## src/rtl/add_acc_pipe.sv

```systemverilog
// Two-stage valid/ready arithmetic unit: add-with-carry, subtract-with-borrow,
// saturating add and a running accumulator, one beat per cycle.
module add_acc_pipe #(
    parameter int WIDTH = 4,
    parameter int ACC_W = 8
) (
    input  logic             clk,
    input  logic             reset,
    input  logic             in_valid,
    output logic             in_ready,
    input  logic [WIDTH-1:0] op_a,
    input  logic [WIDTH-1:0] op_b,
    input  logic [1:0]       mode,
    input  logic             acc_clr,
    output logic             out_valid,
    input  logic             out_ready,
    output logic [ACC_W-1:0] result,
    output logic             flag_c,
    output logic [ACC_W-1:0] acc_val
);
    localparam logic [1:0] M_ADD = 2'b00;
    localparam logic [1:0] M_SUB = 2'b01;
    localparam logic [1:0] M_ACC = 2'b10;
    localparam logic [1:0] M_SAT = 2'b11;
    localparam int AW1 = ACC_W + 1;

    logic             s1_valid_q;
    logic [WIDTH-1:0] s1_a_q, s1_b_q;
    logic [1:0]       s1_mode_q;
    logic             out_valid_q;
    logic [ACC_W-1:0] result_q, result_d;
    logic             flag_q, flag_d;
    logic [ACC_W-1:0] acc_q, acc_d, acc_base;
    logic [WIDTH:0]   sum_w, diff_w;
    logic [ACC_W:0]   acc_sum;
    logic             s1_load, s2_load;

    assign s2_load   = ~out_valid_q | out_ready;
    assign s1_load   = ~s1_valid_q | s2_load;
    assign in_ready  = s1_load;
    assign out_valid = out_valid_q;
    assign result    = result_q;
    assign flag_c    = flag_q;
    assign acc_val   = acc_q;

    always_comb begin
        sum_w    = {1'b0, s1_a_q} + {1'b0, s1_b_q};
        diff_w   = {1'b0, s1_a_q} - {1'b0, s1_b_q};
        // A clear arriving with an ACC beat acts first, so the beat starts from zero.
        acc_base = acc_clr ? '0 : acc_q;
        acc_sum  = {1'b0, acc_base} + AW1'(sum_w);
        result_d = '0;
        flag_d   = 1'b0;
        case (s1_mode_q)
            M_ADD: begin
                result_d = ACC_W'(sum_w);
                flag_d   = sum_w[WIDTH];
            end
            M_SUB: begin
                result_d = ACC_W'(diff_w[WIDTH-1:0]);
                flag_d   = diff_w[WIDTH];
            end
            M_ACC: begin
                result_d = acc_sum[ACC_W-1:0];
                flag_d   = acc_sum[ACC_W];
            end
            M_SAT: begin
                result_d = sum_w[WIDTH] ? ACC_W'({WIDTH{1'b1}}) : ACC_W'(sum_w[WIDTH-1:0]);
                flag_d   = sum_w[WIDTH];
            end
            default: ;
        endcase
        acc_d = acc_q;
        if (s2_load && s1_valid_q && s1_mode_q == M_ACC)
            acc_d = acc_sum[ACC_W-1:0];
        else if (acc_clr)
            acc_d = '0;
    end

    always_ff @(posedge clk or posedge reset) begin
        if (reset) begin
            s1_valid_q <= 1'b0;
            s1_a_q     <= '0;
            s1_b_q     <= '0;
            s1_mode_q  <= M_ADD;
        end else if (s1_load) begin
            s1_valid_q <= in_valid;
            if (in_valid) begin
                s1_a_q    <= op_a;
                s1_b_q    <= op_b;
                s1_mode_q <= mode;
            end
        end
    end

    // An empty stage1 on a load drops out_valid but leaves result/flag untouched.
    always_ff @(posedge clk or posedge reset) begin
        if (reset) begin
            out_valid_q <= 1'b0;
            result_q    <= '0;
            flag_q      <= 1'b0;
        end else if (s2_load) begin
            out_valid_q <= s1_valid_q;
            if (s1_valid_q) begin
                result_q <= result_d;
                flag_q   <= flag_d;
            end
        end
    end

    always_ff @(posedge clk or posedge reset) begin
        if (reset) acc_q <= '0;
        else       acc_q <= acc_d;
    end
endmodule

```

## config.mk

```make
export PLATFORM = sky130hd
export DESIGN_NAME = add_acc_pipe
export DESIGN_NICKNAME = d
export VERILOG_FILES = /design/src/rtl/add_acc_pipe.sv
export SDC_FILE = /design/constraint.sdc
export NUM_CORES = 1
export LEC_CHECK = 0
export CORE_MARGIN = 2
export CORE_UTILIZATION = 46
export CTS_BUF_LIST = sky130_fd_sc_hd__clkbuf_4
export DETAILED_ROUTE_END_ITERATION = 10
export PLACE_DENSITY = 0.73
export SYNTH_ARGS = -nofsm -noshare
export SYNTH_HDL_FRONTEND = slang
export SYNTH_SLANG_ARGS = --single-unit
```

## constraint.sdc

```tcl
create_clock -name clk -period 3.8 [get_ports clk]
set_clock_uncertainty 0.2 [all_clocks]
set_input_delay 0.57 -clock clk [delete_from_list [all_inputs] [get_ports clk]]
set_output_delay 0.57 -clock clk [all_outputs]
set_load 0.005 [all_outputs]
```

==> impl_metrics.sql <==
INSERT INTO impl_metrics (metric_group, metric, value, unit) VALUES
('synthesis', 'yosys.cell_count.top_type', 'dfrtp_1', ''),
('critical_path', 'timing.critical_path.to', 'flag_c', ''),
('placed_design', 'place.gp.congestion', '0.855', ''),
('synthesis', 'mappedNetlistArea', '0.00188', 'mm²'),
('final_layout', 'areaGrowthSynthToFinish', '24.8', '%'),
('critical_path', 'crit_path_cell_trace', 'clkdlybuf4s50_1 -> nor2b_1 -> ha_1 -> inv_1 -> fa_1 -> and2b_1 -> o31a_2 -> nor2_1 -> or4_1 -> a31oi_1', ''),
('final_layout', 'drive_above_1_share', '9.65', '%'),
('timing', 'setup_tns', '0', 'ns'),
('routing', 'drc', '0', ''),
('power', 'cellLeakagePower', '0.00109', 'µW'),
('global_route', 'gr-total-overflow', '0', ''),
('synthesis', 'synth.avg_cell_area', '9.67', 'µm²'),
('routing', 'via_count', '1477', ''),
('clock_network', 'ctsLongestPathBuffers', '2', ''),
('timing', 'worst_slack', '0.707', 'ns'),
('synthesis', 'yosys.area.top_type', 'dfrtp_1', ''),
('clock_network', 'ctsHtreeMaxLevel', '2', ''),
('critical_path', 'timing.critical_path.slowest_cell_delay', '0.57', 'ns'),
('timing', 'fin_crit_sh', '81.4', '%'),
('floorplanning', 'dieArea', '0.00460', 'mm²'),
('synthesis', 'ys.warnings.count', '0', ''),
('critical_path', 'worstPathBufferInverterCount', '2', ''),
('clock_network', 'post_cts.repair.setup_buffers', '0', ''),
('synthesis', 'synth-edff-count', '0', ''),
('critical_path', 'cpLargestDelayFamily', 'simple AND/OR/NAND/NOR gates', ''),
('job', 'timing.max_cap.violations', '0', ''),
('floorplanning', 'die_w', '67.9', 'µm'),
('clock_network', 'clock_sink_count', '29', ''),
('critical_path', 'r2r.worst_path.cells', '9', ''),
('floorplanning', 'chipHeight', '67.9', 'µm'),
('final_layout', 'diodes', '0', ''),
('critical_path', 'worstPathArrival', '3.15', 'ns'),
('critical_path', 'cp_max_fo', '10', ''),
('clock_network', 'clkTransAtPathRegs', '0.10', 'ns'),
('timing', 'period_minus_slack', '3.09', 'ns'),
('timing', 'final_hold_viol_count', '0', ''),
('critical_path', 'worst_setup_path_startpoint', 'acc_clr', ''),
('critical_path', 'crit_cells', '10', ''),
('routing', 'drt.antenna.violating_nets', '0', ''),
('floorplanning', 'coreArea', '0.00397', 'mm²'),
('global_route', 'grt_first_pass_wirelength', '6.48', 'mm'),
('clock_network', 'cts.root.buffer_cell', 'clkbuf_4', ''),
('synthesis', 'asyncSetResetFlopFracSynth', '100', '%'),
('floorplanning', 'initial_core_util', '47.2', '%'),
('global_route', 'grt_pass1_vias', '1471', ''),
('clock_network', 'cts_resized', '0', ''),
('placed_design', 'detailedPlace.worstSlack', '0.413', 'ns'),
('final_layout', 'finalInstanceArea', '0.00234', 'mm²'),
('clock_network', 'clkLatencyLatePin', '0.33', 'ns'),
('critical_path', 'cp_data_required_time', '3.86', 'ns'),
('timing', 'final-max-slew-violation-count', '0', ''),
('clock_network', 'cts_tree', 'yes', ''),
('placed_design', 'placement.io_buffers', '33', ''),
('power', 'peak_vdd_ir', '0.000308', 'V'),
('floorplanning', 'design.portCount', '34', ''),
('synthesis', 'synth_top_cells_by_count', '29 x dfrtp_1, 19 x inv_1, 19 x nand2_1', ''),
('critical_path', 'critical_path.startpoint_type', 'input port', ''),
('timing', 'clock.fmax', '0.323', 'GHz'),
('global_route', 'grt_util_all_layers', '19.0', '%'),
('routing', 'route.detailed.vias_per_inst', '5.31', ''),
('synthesis', 'synth_seq_cells', '29', ''),
('critical_path', 'cp_max_delay_cell', 'clkdlybuf4s50_1', ''),
('critical_path', 'timing.rr.end', 'flag_c', ''),
('critical_path', 'crit_path_end_kind', 'flop', ''),
('global_route', 'grt_start_max_net_pins', '30', ''),
('routing', 'wl', '3.80', 'mm'),
('critical_path', 'criticalPathCategory', 'input port to flop', ''),
('status', 'status', 'finished clean', ''),
('synthesis', 'yosys-top-cells-area', 'dfrtp_1 39%, ha_1 11%, mux2_2 7.2%', ''),
('synthesis', 'syn-instance-count', '194', ''),
('synthesis', 'synth_sequential_area_ratio', '38.7', '%');
[kinds of logic after synthesis]
kind of cell	after synthesis	share of synthesized area, %
adders and majority gates	20	14.5
muxes	12	7.20
buffers and inverters	26	5.40
DFF	29	38.7
xor gates and xnor gates	9	4.20
and+or+nand+nor	57	15.0
AOI/OAI and AO/OA	41	14.9
[metal layers]
layer | vias up | global-route usage, % | share of wire, %
met5 | - | 0 | 0
met4 | 0 | 7.25 | 1.6
met3 | 7 | 4.11 | 5.0
met2 | 45 | 33.5 | 50
met1 | 700 | 22.7 | 44
li1 | 725 | - | -
[worst register-to-register path: stages, from the launching register on]
cell	delay [ns]
dfrtp_1	0.41
ha_1	0.20
inv_1	0.08
fa_1	0.51
fa_1	0.50
and2b_1	0.24
o31a_2	0.16
nor2_1	0.04
or4_1	0.51
a31oi_1	0.17
[power breakdown]
part | internal (µW) | total [µW] | switching (µW) | leakage (µW)
logic | 235 | 470 | 235 | 0.000669
clock network | 204 | 322 | 119 | 0.0000552
registers | 361 | 398 | 37.5 | 0.000363
[flip-flops by register name, indices dropped and copies added (netlist names)]
name,flops
acc_val,8
result,8
s1_a_q,4
s1_b_q,4
s1_mode_q,2
flag_c,1
out_valid,1
s1_valid_q,1
[placed cells by master, fill, tap and decap left out, types with 3 or more instances in the layout]
master and count:
clkdlybuf4s50_1 33, dfrtp_1 29, nand2_1 19, inv_1 19, ha_1 17, nor2_1 13
mux2_2 12, o21ai_0 10, nand2b_1 6, xnor2_1 6, nor2b_1 5, a21oi_1 5
clkbuf_4 5, nand3b_1 3, a21o_1 3, nor3_1 3, a22oi_1 3, xor2_1 3
a211o_1 3, fa_1 3
[how the worst min path moves through the flow]
stage | start | end | slack (ns) | cells after the start
4_1_cts | result[6] | result[6] | 0.30 | 2
3_3_place_gp | result[6] | result[6] | 0.26 | 2
6_report | result[0] | result[0] | 0.29 | 2
5_1_grt | result[7] | result[7] | 0.34 | 2
3_5_place_dp | result[6] | result[6] | 0.26 | 2
2_1_floorplan | result[6] | result[6] | 0.27 | 2
[layout make-up]
| class | instances | area, µm² |
|---|---|---|
| fillers | 365 | 1630 |
| multi-input cells | 139 | 1050 |
| flip-flops and latches | 29 | 726 |
| repair buffers | 33 | 330 |
| inverters | 19 | 71.3 |
| clock inverters | 3 | 65.1 |
| well taps | 50 | 62.6 |
| clock buffers | 5 | 37.5 |
[per-stage QoR]
step / util [%] / instances / total power [µW]
after detailed placement: 56.4 / 270 / 867
after global routing: 58.9 / 278 / 1270
after global placement: 56.4 / 270 / 858
final: 58.9 / 278 / 1190
after floorplan: - / 194 / 702
after CTS: 58.9 / 278 / 1200
Power figures use the tool's default switching activity.
